$ cat src/rtl/scope_report_sched.sv
// scope_report_sched
// Phased round-robin scheduler. NREQ reporters share one message channel
// through a single registered output slot with a valid/ready handshake.
// A cycle counter opens reporter i's phase at cycle PHASE_BASE+i. When the
// counter reaches FINISH_CYC, no new grants are made. The slot is drained,
// and then a sticky done is raised until the next reset.
module scope_report_sched #(
    parameter int NREQ       = 4,
    parameter int DW         = 32,
    parameter int PHASE_BASE = 2,
    parameter int FINISH_CYC = 8,
    parameter int CW         = 8,
    localparam int SW        = (NREQ > 1) ? $clog2(NREQ) : 1
) (
    input  logic               clk,
    input  logic               rst,
    input  logic [NREQ-1:0]    req_valid,
    input  logic [NREQ*DW-1:0] req_data,
    output logic [NREQ-1:0]    req_ready,
    output logic               out_valid,
    output logic [DW-1:0]      out_data,
    output logic [SW-1:0]      out_src,
    input  logic               out_ready,
    output logic [CW-1:0]      cyc,
    output logic [NREQ-1:0]    phase_en,
    output logic [15:0]        out_count,
    output logic               done
);

    localparam logic [1:0] S_RUN   = 2'd0;
    localparam logic [1:0] S_DRAIN = 2'd1;
    localparam logic [1:0] S_DONE  = 2'd2;

    logic [1:0]      state;
    logic [1:0]      state_nxt;
    logic [SW-1:0]   rr_ptr;
    logic [NREQ-1:0] elig;
    logic            load_ok;
    logic            grant_hit;
    logic [SW-1:0]   grant_idx;
    logic [SW-1:0]   scan_idx [NREQ];

    // A reporter's phase opens at PHASE_BASE+i and stays open for the rest of RUN.
    always_comb begin
        // NOTE: every always_comb output gets a default first, so no path can infer a latch.
        phase_en = '0;
        for (int i = 0; i < NREQ; i++) begin
            phase_en[i] = (state == S_RUN) && (int'(cyc) >= PHASE_BASE + i);
        end
    end

    assign elig    = req_valid & phase_en;
    assign load_ok = !out_valid || out_ready;
    assign done    = (state == S_DONE);

    // Scan order starts at rr_ptr and wraps around. The first eligible reporter wins.
    always_comb begin
        grant_hit = 1'b0;
        grant_idx = '0;
        for (int k = 0; k < NREQ; k++) begin
            scan_idx[k] = SW'((int'(rr_ptr) + k) % NREQ);
        end
        for (int k = 0; k < NREQ; k++) begin
            if (!grant_hit && elig[scan_idx[k]]) begin
                grant_hit = 1'b1;
                grant_idx = scan_idx[k];
            end
        end
    end

    // A one-hot ready is raised only when the output slot can take the message this edge.
    always_comb begin
        req_ready = '0;
        if (load_ok && grant_hit) begin
            req_ready[grant_idx] = 1'b1;
        end
    end

    // RUN stops when the counter reaches FINISH_CYC. DRAIN ends when the slot empties or is accepted.
    always_comb begin
        state_nxt = state;
        case (state)
            S_RUN:   if (int'(cyc) + 1 >= FINISH_CYC) state_nxt = S_DRAIN;
            S_DRAIN: if (!out_valid || out_ready) state_nxt = S_DONE;
            S_DONE:  state_nxt = S_DONE;
            default: state_nxt = S_RUN;
        endcase
    end

    // Update the state register and the cycle counter. The counter saturates at FINISH_CYC and freezes in DONE.
    always_ff @(posedge clk or posedge rst) begin
        if (rst) begin
            state <= S_RUN;
            cyc   <= '0;
        end else begin
            // NOTE: sequential state uses non-blocking assignments, so all registers update together at the edge.
            state <= state_nxt;
            if (state != S_DONE && cyc != CW'(FINISH_CYC)) begin
                cyc <= cyc + CW'(1);
            end
        end
    end

    // Output slot: load the granted message, or empty the slot when it was consumed and nothing is eligible.
    always_ff @(posedge clk or posedge rst) begin
        if (rst) begin
            out_valid <= 1'b0;
            out_data  <= '0;
            out_src   <= '0;
            rr_ptr    <= '0;
        end else if (load_ok) begin
            if (grant_hit) begin
                out_valid <= 1'b1;
                out_data  <= req_data[int'(grant_idx)*DW +: DW];
                out_src   <= grant_idx;
                rr_ptr    <= (int'(grant_idx) == NREQ - 1) ? '0 : grant_idx + SW'(1);
            end else begin
                out_valid <= 1'b0;
            end
        end
    end

    // Count downstream acceptances. The count saturates at all-ones.
    always_ff @(posedge clk or posedge rst) begin
        if (rst) begin
            out_count <= '0;
        end else if (out_valid && out_ready && out_count != 16'hFFFF) begin
            out_count <= out_count + 16'd1;
        end
    end

endmodule

$ cat config.mk
export PLATFORM = sky130hd
export DESIGN_NAME = scope_report_sched
export DESIGN_NICKNAME = d
export VERILOG_FILES = /design/src/rtl/scope_report_sched.sv
export SDC_FILE = /design/constraint.sdc
export NUM_CORES = 1
export LEC_CHECK = 0
export ABC_AREA = 0
export BUFFER_PORTS_ARGS = -buffer_cell sky130_fd_sc_hd__buf_2
export CAP_MARGIN = 0
export CORE_ASPECT_RATIO = 1.1
export CORE_MARGIN = 1
export CORE_UTILIZATION = 50
export DETAILED_ROUTE_END_ITERATION = 12
export HOLD_SLACK_MARGIN = 0.02
export PLACE_DENSITY = 0.87
export SYNTH_ARGS = -nofsm -noshare
export SYNTH_HDL_FRONTEND = slang
export SYNTH_SLANG_ARGS = --single-unit
$ cat constraint.sdc
create_clock -name clk -period 6.87 [get_ports clk]
set_clock_uncertainty 0.2 [all_clocks]
set_input_delay 0.3435 -clock clk [delete_from_list [all_inputs] [get_ports clk]]
set_output_delay 0.3435 -clock clk [all_outputs]
set_load 0.02 [all_outputs]
### Yosys cells after proc, flatten, opt, wreduce, memory -nomap -nowiden

Cells that the tools add are included.

* add/subtract/negate cells: 7
* $lt $le $gt $ge: 11
* eq/ne operators: 8
* shifts and indexed selects: 1
* muxes and demuxes: 24
* bitwise operators: 1
* reduce and logical (&&, ||, !) cells: 20

Operator list (count)
* variable part select 128 x 8 -> 32 bit: 1
* adder 16 x 1 -> 16 bit, second input constant: 1
* greater-or-equal comparator 8 x 2 -> 1 bit, second input constant: 2
* greater-or-equal comparator 8 x 3 -> 1 bit, second input constant: 2
* inequality test 16 bit, second input constant: 1
* < comparator 2 x 3 -> 1 bit, second input constant: 5
* 2-to-1 mux 2 bit: 7
* logical AND 1 bit: 12
* 2-to-1 mux 1 bit: 10
* adder 8 x 1 -> 9 bit, second input constant: 1
* greater-or-equal comparator 9 x 4 -> 1 bit, second input constant: 1
* adder 8 x 1 -> 8 bit, second input constant: 1
* binary-select mux 1 bit (select 2 bit): 4
* inequality test 8 x 4 -> 1 bit, second input constant: 1
* case mux 2 bit (3 select lines): 1
* adder 2 x 1 -> 2 bit, second input constant: 2
* adder 2 bit, second input constant: 2
* bitwise AND 4 bit: 1
* equality test 2 x 1 -> 1 bit, second input constant: 2
* zero test 1 bit: 4
* 2-to-1 mux 4 bit: 1
* inequality test 2 bit, second input constant: 2
* AND reduction 2 bit: 2
* demux 1 bit (select 2 bit): 1
* 5 further kinds: 5

* register bits: 63
* input port bits: 135
* output and inout port bits: 68
* logic and storage cells: 79

### Logic depth before layout (Yosys ltp)

Gate-level depths: netlist of run 1.

* depth after elaboration: 20
* mapped depth: 12
* gate-level depth less buffers: 10

### Worst setup path before layout of run 1

No wires, ideal clock.

* path kind: register to register
* start point: reg cyc[4]
* end point: reg out_data[10]
* arrival time: 2956 ps
* data required time: 6545 ps
* slack: 3589 ps
* cell stages (with the launch flop): 9
* buffers on the path: 2
* cells stage by stage: dfrtp_1 > buf_2 > or4_4 > o211a_4 > or3_4 > o221ai_4 > buf_8 > mux4_1 > mux2_2

* word-level cells in the longest chain between the ends: 16

RTL lines
* from (decl): line 24 `output logic [CW-1:0] cyc,`
* from (signal assigned): line 99 `cyc <= cyc + CW'(1);`
* greater-or-equal comparator 8 x 2 -> 1 bit or greater-or-equal comparator 8 x 3 -> 1 bit (tied branches): line 48 `phase_en[i] = (state == S_RUN) && (int'(cyc) >= PHASE_BASE + i);`
* logical AND 1 bit: line 48
* bitwise AND 4 bit (*): line 52 `assign elig = req_valid & phase_en;`
* binary-select mux 1 bit (select 2 bit): line 64 `if (!grant_hit && elig[scan_idx[k]]) begin`
* 2-to-1 mux 1 bit (not written as such): line 64
* 2-to-1 mux 1 bit: line 64
* zero test 1 bit: line 64
* logical AND 1 bit: line 64
* 2-to-1 mux 1 bit: line 64
* zero test 1 bit: line 64
* logical AND 1 bit: line 64
* 2-to-1 mux 1 bit: line 64
* zero test 1 bit: line 64
* logical AND 1 bit: line 64
* 2-to-1 mux 2 bit or 2-to-1 mux 1 bit (tied branches): line 64
* variable part select 128 x 8 -> 32 bit or AND reduction 2 bit (tied branches)
* to (signal assigned): line 114 `out_data <= req_data[int'(grant_idx)*DW +: DW];`
* to (decl): line 21 `output logic [DW-1:0] out_data,`

Every way passes the cells marked *; elsewhere a longest branch is shown, timed or not. The select of a mux whose other input is x is not followed.
A chain may end at the register's enable or synchronous reset.

### Final worst setup path of run 1

* start point: reg cyc[5]
* end point: out req_ready[3]

* word-level cells in the longest chain between the ends: 20

RTL lines
* greater-or-equal comparator 8 x 2 -> 1 bit or greater-or-equal comparator 8 x 3 -> 1 bit (tied branches): line 48
* logical AND 1 bit: line 48
* bitwise AND 4 bit (*): line 52
* binary-select mux 1 bit (select 2 bit): line 64
* 2-to-1 mux 1 bit (not written as such): line 64
* 2-to-1 mux 1 bit: line 64
* zero test 1 bit: line 64
* logical AND 1 bit: line 64
* [5 not listed]
* logical AND 1 bit: line 64
* 2-to-1 mux 2 bit (*): line 64
* via grant_idx[1]: line 40 `logic [SW-1:0] grant_idx;`
* < comparator 2 x 3 -> 1 bit (not written as such) or greater-or-equal comparator 2 x 1 -> 1 bit (tied branches): line 75 `req_ready[grant_idx] = 1'b1;`
* logical AND 1 bit (not written as such): line 75
* 2-to-1 mux 1 bit (not written as such): line 75
* demux 1 bit (select 2 bit) (*): line 75
* 2-to-1 mux 4 bit (*): line 74 `if (load_ok && grant_hit) begin`
* to (decl): line 19 `output logic [NREQ-1:0] req_ready,`

The timed path passes the listed nets; every way through them passes the cells marked *. The select of a mux whose other input is x is not followed.

==> results.md, run 1 <==
- VDD IR-drop max: 0.259 mV
- Post-detailed-route count of antenna-violating nets: 0
- Ratio of cells with drive above 1 in the final layout: 0.564
- Hold Vio Cnt, Final: 0
- Dpl hpwl: 7910 um
- Post-synthesis cell type count: 49
- Nets@finish: 646
- Synth warnings: 0
- 1st-iter DRT viols: 80
- Chip height: 95.3 um
- CP arrival: 3.45 ns
- # setup viols final: 0
- Synth Instances: 296
- Via count: 3285
- GP Congestion: 0.813
- Gr usage total: 0.254
- Flops & latches, synth: 63
- Die area: 8260 um^2
- Clock share of power: 0.171
- Leakage: 0.00269 uW
- Uppermost layer routed: met4
- Setup TNS: 0 ns
- Crit path capture type: output pin
- Sequential Power Share: 0.284
- RSZ-0062 raised after global routing: false
- Largest net degree at the start of global routing: 64
- First-pass GRT wire length: 15800 um
- Tot Pwr: 2110 uW
- Die Width: 86.8 um
- Num ports: 203
- Overflow left after global routing: 0
- Slew at the pin with the worst max-slew slack: 1.13 ns
- CP Launch Type: register
- Sw frac: 0.395
- Post-synthesis sequential area ratio: 0.399
- Req. time, crit path: 6.33 ns
- CP Depth: 9
- Int Pwr: 1280 uW
- DRT Wirelength: 10400 um
- Commonest non-fill, non-tap cells in the layout: buf_2 (202), dfrtp_1 (63), mux2_2 (35)
- Port Buffers: 202
- Most used cell, CP: inv_1
- Final Critical Period: 3.99 ns
- Status: completed
- Worst r2r path cells: 7
- Starting Density: 0.523
- Critical path type: reg2out
- Fillcell total: 558
- PwrDens: 404 nW/um^2
- Bufs on Longest Clock Path: 2
- Vias in the first global route: 3296
- CP delay by family, top: compound AO/OA/AOI/OAI gates
- CP max-delay cell: o22ai_4
- Mapped Area: 3950 um^2
- Drt first pass iters: 4
- Synth Flop Type: dfrtp_1
- CTS clk-pin slew, worst paths: 0.07 ns
- Reg2Reg Setup Slack: 3.26 ns
- EDFF count, synth: 0
- Root buf cell: clkbuf_8
- Mean Syn Cell Area: 13.4 um^2
- Max incr delay on CP: 0.87 ns
- Synthesized Nets: 445
- Row Count: 33
- Max Freq: 251 MHz
- Most common cell after layout, fill and taps aside: buf_2
- Psw: 836 uW
- Max_cap viols: 0
- WL met2: 5420 um
- Post-synth ARST share: 1.00
- Hold/Removal Path Class: in2async
- CTS Buf Count: 9
- Clock sinks: 63
- DR DRC count: 0
- Period utilization: 0.581
- Worst skew pair latency: 0.34 ns
- Layout area overhead: 32.6%
- Buf/Inv on CP: 3
- Worst-path cell chain: or4_4 > a211oi_2 > nor2_2 > o22ai_4 > inv_1 > ha_1 > inv_1 > nor2_1 > buf_2
- Placeable Area: 7560 um^2
- Final non-filler cell total: 608
- Initial antenna violation count: 1
- Setup repair bufs after CTS: 0
- # H-tree levels: 3
- M1 WL: 4060 um
- Worst-path maximum fanout: 36
- Final hold slack: 0.0339 ns
- CTS tree: yes
- CTS Hold Bufs: 0
- Met3 Wirelength: 682 um
- Relative slew slack: 0.248
- Slew Viols, Final: 0
- Comb pwr share: 0.545
- Vias per cell: 5.40
- # placed instances: 591
- Avg WL per Cell: 17.0 um
- Post-CTS Resized: 0
==> per-layer routing <==
metal	track usage	vias to the layer above
li1	-	1521
met1	0.297	1617
met2	0.450	128
met3	0.0623	19
met4	0.101	0
met5	0	-
==> path summary, 6_finish.rpt <==
kind	from	to
max in group asynchronous	rst	cyc[5]
min reg2reg	out_src[0]	out_src[0]
max reg2reg	cyc[5]	out_data[14]
min in group clk	req_data[15]	out_data[15]
max	cyc[5]	req_ready[3]
min	rst	out_data[2]
==> cell families (layout without fill, tap and decap cells) <==
| group | Yosys count | count (layout) | synth area share |
|---|---|---|---|
| adder cells (fa/ha/maj) | 14 | 14 | 0.0443 |
| other | 0 | 1 | 0 |
| flip-flops | 63 | 63 | 0.399 |
| AND/OR/NAND/NOR | 76 | 76 | 0.105 |
| buffers and inverters | 28 | 234 | 0.0399 |
| XOR/XNOR | 22 | 22 | 0.0488 |
| AO/OA/AOI/OAI | 24 | 24 | 0.0586 |
| multiplexers | 69 | 69 | 0.305 |
==> through the flow <==
step	instance area (um^2)	utilization	worst slack (ns)
after CTS	5240	0.693	2.86
final	5240	0.693	2.88
after global routing	5240	0.693	2.67
after global placement	5020	0.664	3.35
after detailed placement	5020	0.664	3.24
after floorplan	3950	-	3.59
==> cell type report <==
class | instances | area [um^2] | area share
clock buffer | 10 | 138 | 0.0263
tap | 105 | 131 | 0.0251
multi-input combinational | 205 | 2230 | 0.425
sequential | 63 | 1580 | 0.301
clock inverter | 6 | 83.8 | 0.0160
inverter | 13 | 48.8 | 0.00931
timing repair buffer | 205 | 1030 | 0.197
antenna | 1 | 2.50 | 0.000478
==> worst reg2reg max path: stages (launching register included) <==
cell,delay [ns]
dfrtp_1,0.48
or4_4,0.61
o211a_4,0.31
or3_4,0.38
o221ai_4,0.06
buf_4,0.52
mux4_1,0.66
mux2_2,0.29
==> power groups by stage <==
stage	clock [uW]	combinational, uW	sequential, uW
2_1_floorplan	0	727	742
5_1_grt	381	1240	617
3_3_place_gp	0	1120	597
6_report	362	1150	600
3_5_place_dp	0	1160	603
4_1_cts	366	1170	599
==> sequential cells by signal, indices dropped and copies added (netlist names) <==
signal / count
out_data: 32
out_count: 16
cyc: 8
out_src: 2
rr_ptr: 2
state: 2
out_valid: 1
==> cell usage after synthesis, drive strengths merged (4+ instances only) <==
cell type  count  area share
mux4          32        0.20
nor2          14       0.014
nand2         17       0.016
and2           4      0.0063
nand3          9       0.011
and3          10       0.016
inv           13       0.012
ha            14       0.044
xnor2         13       0.029
xor2           9       0.020
buf           12       0.025
dfrtp         63        0.40
a21oi          7       0.011
nor3           5      0.0063
mux2          36        0.10
o21ai          4      0.0051
nand4          5      0.0079
No activity file was read; power rests on OpenSTA's default activity.
==> run 2, diff against run 1 <==
--- a/config.mk
+++ b/config.mk
@@ -10,10 +10,10 @@
 export CAP_MARGIN = 0
 export CORE_ASPECT_RATIO = 1.1
 export CORE_MARGIN = 1
-export CORE_UTILIZATION = 50
+export CORE_UTILIZATION = 46
 export DETAILED_ROUTE_END_ITERATION = 12
 export HOLD_SLACK_MARGIN = 0.02
-export PLACE_DENSITY = 0.87
+export PLACE_DENSITY = 0.81
 export SYNTH_ARGS = -nofsm -noshare
 export SYNTH_HDL_FRONTEND = slang
 export SYNTH_SLANG_ARGS = --single-unit
==> constraint.sdc (replaced) <==
create_clock -name clk -period 3.8 [get_ports clk]
set_clock_uncertainty 0.2 [all_clocks]
set_input_delay 0.19 -clock clk [delete_from_list [all_inputs] [get_ports clk]]
set_output_delay 0.19 -clock clk [all_outputs]
set_load 0.02 [all_outputs]
==> run 2 against run 1 <==
Clock-buffer cell count up 3. Die area grew 8.5%. Sequential share of layout area shrank 0.38 points. Routed wire length decreased by 4.4%. Hold slack gained 0.051 ns. Non-clock buffer count is 6 higher. Flip-flop and latch count is the same. Critical endpoint unchanged.
==> results.md, run 2 (same netlist as run 1, synthesis figures left out) <==
- Status: completed
- Ratio of cells with drive above 1 in the final layout: 0.563
- Leakage: 0.00272 uW
- Post-Place Setup Slack: 0.444 ns
- Hold Vio Cnt, Final: 0
- Bufs on Longest Clock Path: 2
- Critical path type: reg2out
- Vias in the first global route: 3318
- Slew Viols, Final: 0
- Post-detailed-route count of antenna-violating nets: 0
- Worst-path maximum fanout: 16
- Biggest register: out_data
- # setup viols final: 0
- Nets@finish: 652
- Gr usage total: 0.228
- PwrDens: 727 nW/um^2
- GP Congestion: 0.833
- Dpl hpwl: 7800 um
- Hold Path Origin: req_data[110]
- Worst skew pair latency: 0.33 ns
- Hold/Removal Path Class: in2reg
- Int Pwr: 2370 uW
- Final Critical Period: 3.48 ns
- CP Launch Type: register
- Finished Cell Area: 5310 um^2
- Placeable Area: 8360 um^2
- Die Width: 90.4 um
- Sw frac: 0.385
- DRT Wirelength: 9910 um
- Die area: 8970 um^2
- # H-tree levels: 3
- Comb pwr share: 0.549
- Crit Reg-Reg Startpoint: cyc[5]
- Max reg flops: 32
- Initial antenna violation count: 0
- First-pass GRT wire length: 16000 um
- Vias per cell: 5.28
- Overflow left after global routing: 0
- Req. time, crit path: 3.41 ns
- VDD IR-drop max: 0.316 mV
- Relative slew slack: 0.430
- Final WS setup: 0.316 ns
- RSZ-0062 raised after global routing: false
- Clock share of power: 0.171
- CP arrival: 3.09 ns
- DR DRC count: 0
- Crit path capture type: output pin
- Period utilization: 0.917
- # diodes: 0
- Num ports: 203
- Psw: 1490 uW
- Chip height: 99.2 um
- Sequential Power Share: 0.280
- Via count: 3269
- Root buf cell: clkbuf_8
- 1st-iter DRT viols: 93
- Starting Density: 0.473
- Avg WL per Cell: 16.0 um
- Layout area overhead: 34.3%
- Placed Area: 5070 um^2
- CTS tree: yes
- Biggest regs: out_data x32, out_count x16, cyc x8
- Most common cell after layout, fill and taps aside: buf_2
- Hold depth: 3
- Row Count: 35
- Drt first pass iters: 6
- Hold worst-path end: out_data[14]
- Largest net degree at the start of global routing: 41
- Worst r2r path cells: 7
- Post-CTS Resized: 0
- Reg2Reg Setup Slack: 0.44 ns
- Setup TNS: 0 ns
- CTS clk-pin slew, worst paths: 0.07 ns
- Fillcell total: 669
- Max Freq: 287 MHz
- Commonest non-fill, non-tap cells in the layout: buf_2 (202), dfrtp_1 (63), mux2_2 (35)
- Max_cap viols: 0
- Clock sinks: 63
- Port Buffers: 202
- RR Endpoint: out_data[31]
- Slew at the pin with the worst max-slew slack: 0.854 ns
- CTS Buf Count: 9
run 2: layout make-up:
class | instances | area, um^2 | area share
Multi-Input combinational cell | 205 | 2230 | 0.419
Sequential cell | 63 | 1580 | 0.297
Timing Repair Buffer | 211 | 1090 | 0.206
Clock buffer | 13 | 159 | 0.0299
Tap cell | 111 | 139 | 0.0262
Clock inverter | 3 | 65.1 | 0.0123
Inverter | 13 | 48.8 | 0.00919
run 2: how the worst max path moves through the flow:
stage / from / endpoint / slack [ns] / depth (start not counted)
2_1_floorplan: cyc[4] / out_data[10] / 0.52 / 8
3_3_place_gp: cyc[5] / out_data[9] / 0.50 / 7
3_5_place_dp: cyc[5] / out_data[31] / 0.44 / 7
4_1_cts: cyc[5] / req_ready[3] / 0.28 / 10
5_1_grt: cyc[5] / req_ready[3] / 0.11 / 10
6_report: cyc[5] / req_ready[3] / 0.32 / 10
run 2: metrics by stage:
step / hold slack [ns] / cells / util / power [uW]
after global routing: 0.0719 / 619 / 0.635 / 4100
after CTS: 0.0701 / 619 / 0.635 / 3890
after global placement: 0.213 / 602 / 0.607 / 3140
final: 0.0853 / 619 / 0.635 / 3860
after detailed placement: 0.213 / 602 / 0.607 / 3220
after floorplan: 0.259 / 296 / - / 2660
run 2: timing repair:
action | in CTS | in global routing
hold buffers | 1 | 0
buffers inserted | 0 | 0
endpoints found under the hold margin | 39 | 0
run 2: per-layer routing:
metal / up-vias / routed length [um] / global-route usage
li1: 1526 / - / -
met1: 1602 / 4000 / 0.280
met2: 125 / 5290 / 0.399
met3: 16 / 441 / 0.0352
met4: 0 / 181 / 0.100
met5: - / 0 / 0
run 2: worst max-delay path, stage by stage, from the launching register on:
cell      delay, ns
dfrtp_1        0.49
or4_4          0.60
o211a_4        0.30
or3_4          0.38
o221ai_4       0.09
buf_4          0.32
inv_1          0.12
ha_1           0.20
inv_1          0.06
nor2_1         0.04
buf_2          0.16
run 2: power by group through the flow:
stage	clock, uW	sequential, uW	combinational, uW
final	660	1080	2120
after CTS	674	1080	2140
after detailed placement	0	1090	2140
after global placement	0	1080	2060
after global routing	709	1110	2280
after floorplan	0	1340	1310
==> run 3, diff against run 2 <==
--- a/config.mk
+++ b/config.mk
@@ -7,7 +7,7 @@
 export LEC_CHECK = 0
 export ABC_AREA = 0
 export BUFFER_PORTS_ARGS = -buffer_cell sky130_fd_sc_hd__buf_2
-export CAP_MARGIN = 0
+export CAP_MARGIN = 20
 export CORE_ASPECT_RATIO = 1.1
 export CORE_MARGIN = 1
 export CORE_UTILIZATION = 46
==> constraint.sdc (replaced) <==
create_clock -name clk -period 3.8 [get_ports clk]
set_clock_uncertainty 0.2 [all_clocks]
set_input_delay 0.19 -clock clk [delete_from_list [all_inputs] [get_ports clk]]
set_output_delay 0.19 -clock clk [all_outputs]
set_load 0.05 [all_outputs]
==> run 3 against run 2 <==
Final cell count stayed put. Hold slack better by 0.0054 ns. Critical endpoint unchanged. Power up 17%.
==> results.md, run 3 (same netlist as run 1, synthesis figures left out) <==
- Status: completed
- Chip height: 99.2 um
- Nets@finish: 652
- Overflow left after global routing: 0
- Slew at the pin with the worst max-slew slack: 0.849 ns
- Relative slew slack: 0.434
- Max_cap viols: 0
- Hold worst-path end: out_data[14]
- Period utilization: 0.931
- Die Width: 90.4 um
- Buf/Inv on CP: 4
- Root buf cell: clkbuf_8
- Post-CTS Resized: 0
- Hold Path Origin: req_data[110]
- Crit path capture type: output pin
- Setup repair bufs after CTS: 0
- Worst r2r path cells: 7
- GP Congestion: 0.826
- Layout area overhead: 34.5%
- Critical path type: reg2out
- Final Critical Period: 3.54 ns
- CP max-delay cell: or4_4
- Die area: 8970 um^2
- Starting Density: 0.473
- Hold/Removal Path Class: in2reg
- # setup viols final: 0
- Commonest non-fill, non-tap cells in the layout: buf_2 (202), dfrtp_1 (63), mux2_2 (35)
- Placeable Area: 8360 um^2
- Worst-path maximum fanout: 18
- CTS Hold Bufs: 1
- Num ports: 203
- Most used cell, CP: inv_1
- Req. time, crit path: 3.41 ns
- Worst skew pair latency: 0.33 ns
- Biggest register: out_data
- Fillcell total: 702
- CTS tree: yes
- Biggest regs: out_data x32, out_count x16, cyc x8
- Slew Viols, Final: 0
- Vias in the first global route: 3205
- # diodes: 0
- Worst-path cell chain: or4_4 > o211a_4 > or3_4 > o221ai_4 > buf_4 > inv_1 > ha_1 > inv_1 > nor2_1 > buf_2
- CTS clk-pin slew, worst paths: 0.07 ns
- Avg WL per Cell: 15.7 um
- Row Count: 35
- Placed Area: 5060 um^2
- CP Launch Type: register
- First-pass GRT wire length: 15500 um
- Vias per cell: 5.26
- Drt first pass iters: 4
- 1st-iter DRT viols: 123
- Max Freq: 283 MHz
- Reg2Reg Setup Slack: 0.41 ns
- Final non-filler cell total: 619
- Bufs on Longest Clock Path: 2
- Setup TNS: 0 ns
- Post-detailed-route count of antenna-violating nets: 0
- Ratio of cells with drive above 1 in the final layout: 0.567
- Gr usage total: 0.220
- Initial antenna violation count: 0
- Largest net degree at the start of global routing: 41
- RSZ-0062 raised after global routing: false
- CTS Buf Count: 9
- CP arrival: 3.15 ns
- Leakage: 0.00272 uW
- VDD IR-drop max: 0.569 mV
- Hold depth: 3
- RR Endpoint: out_data[16]
- DRT Wirelength: 9720 um
- Via count: 3259
- DR DRC count: 0
- Dpl hpwl: 7630 um
- Crit Reg-Reg Startpoint: cyc[5]
- Hold Vio Cnt, Final: 0
- CP delay by family, top: simple AND/OR/NAND/NOR gates
- Port Buffers: 202
- PwrDens: 846 nW/um^2
- # H-tree levels: 3
- Most common cell after layout, fill and taps aside: buf_2
- # placed instances: 602
- Clock sinks: 63
- Max reg flops: 32
- Finished Cell Area: 5320 um^2
- Max incr delay on CP: 0.62 ns
## run 3: how the worst max path moves through the flow
stage	cells after the start	slack (ns)	from	end
global route	12	0.07	cyc[0]	req_ready[1]
CTS	10	0.25	cyc[6]	req_ready[3]
floorplan	9	0.24	cyc[4]	req_ready[0]
global placement	7	0.49	cyc[5]	out_data[26]
detailed placement	7	0.42	cyc[5]	out_data[16]
finish	10	0.26	cyc[5]	req_ready[3]
## run 3: through the flow
stage	power [uW]	setup WS (ns)	hold slack (ns)	utilization
3_3_place_gp	3740	0.495	0.218	0.605
4_1_cts	4540	0.255	0.0776	0.636
2_1_floorplan	3260	0.241	0.259	-
6_report	4500	0.263	0.0908	0.636
3_5_place_dp	3810	0.416	0.223	0.605
5_1_grt	4750	0.0692	0.0730	0.636
## run 3: layer usage
metal	part of all wire	vias to the layer above	GRT usage
met5	0	-	0
met3	0.052	10	0.0413
met1	0.41	1590	0.280
met2	0.52	131	0.381
met4	0.011	0	0.0695
li1	-	1528	-
## run 3: cell type report
cell class,instances,area (um^2),share of cell area
Multi-Input combinational cell,205,2230,0.419
Sequential cell,63,1580,0.297
Timing Repair Buffer,211,1080,0.203
Tap cell,111,139,0.0261
Clock buffer,10,138,0.0259
Clock inverter,6,108,0.0202
Inverter,13,48.8,0.00918
## run 3: worst min-delay path, cell delays in order
cell,delay (ns)
buf_2,0.07
mux4_1,0.20
mux2_2,0.14
## run 3: power breakdown
part           switching (uW)  total, uW  internal [uW]
logic                    1670       2700           1030
registers                 158       1080            923
clock network             270        722            452
total                    2100       4500           2400
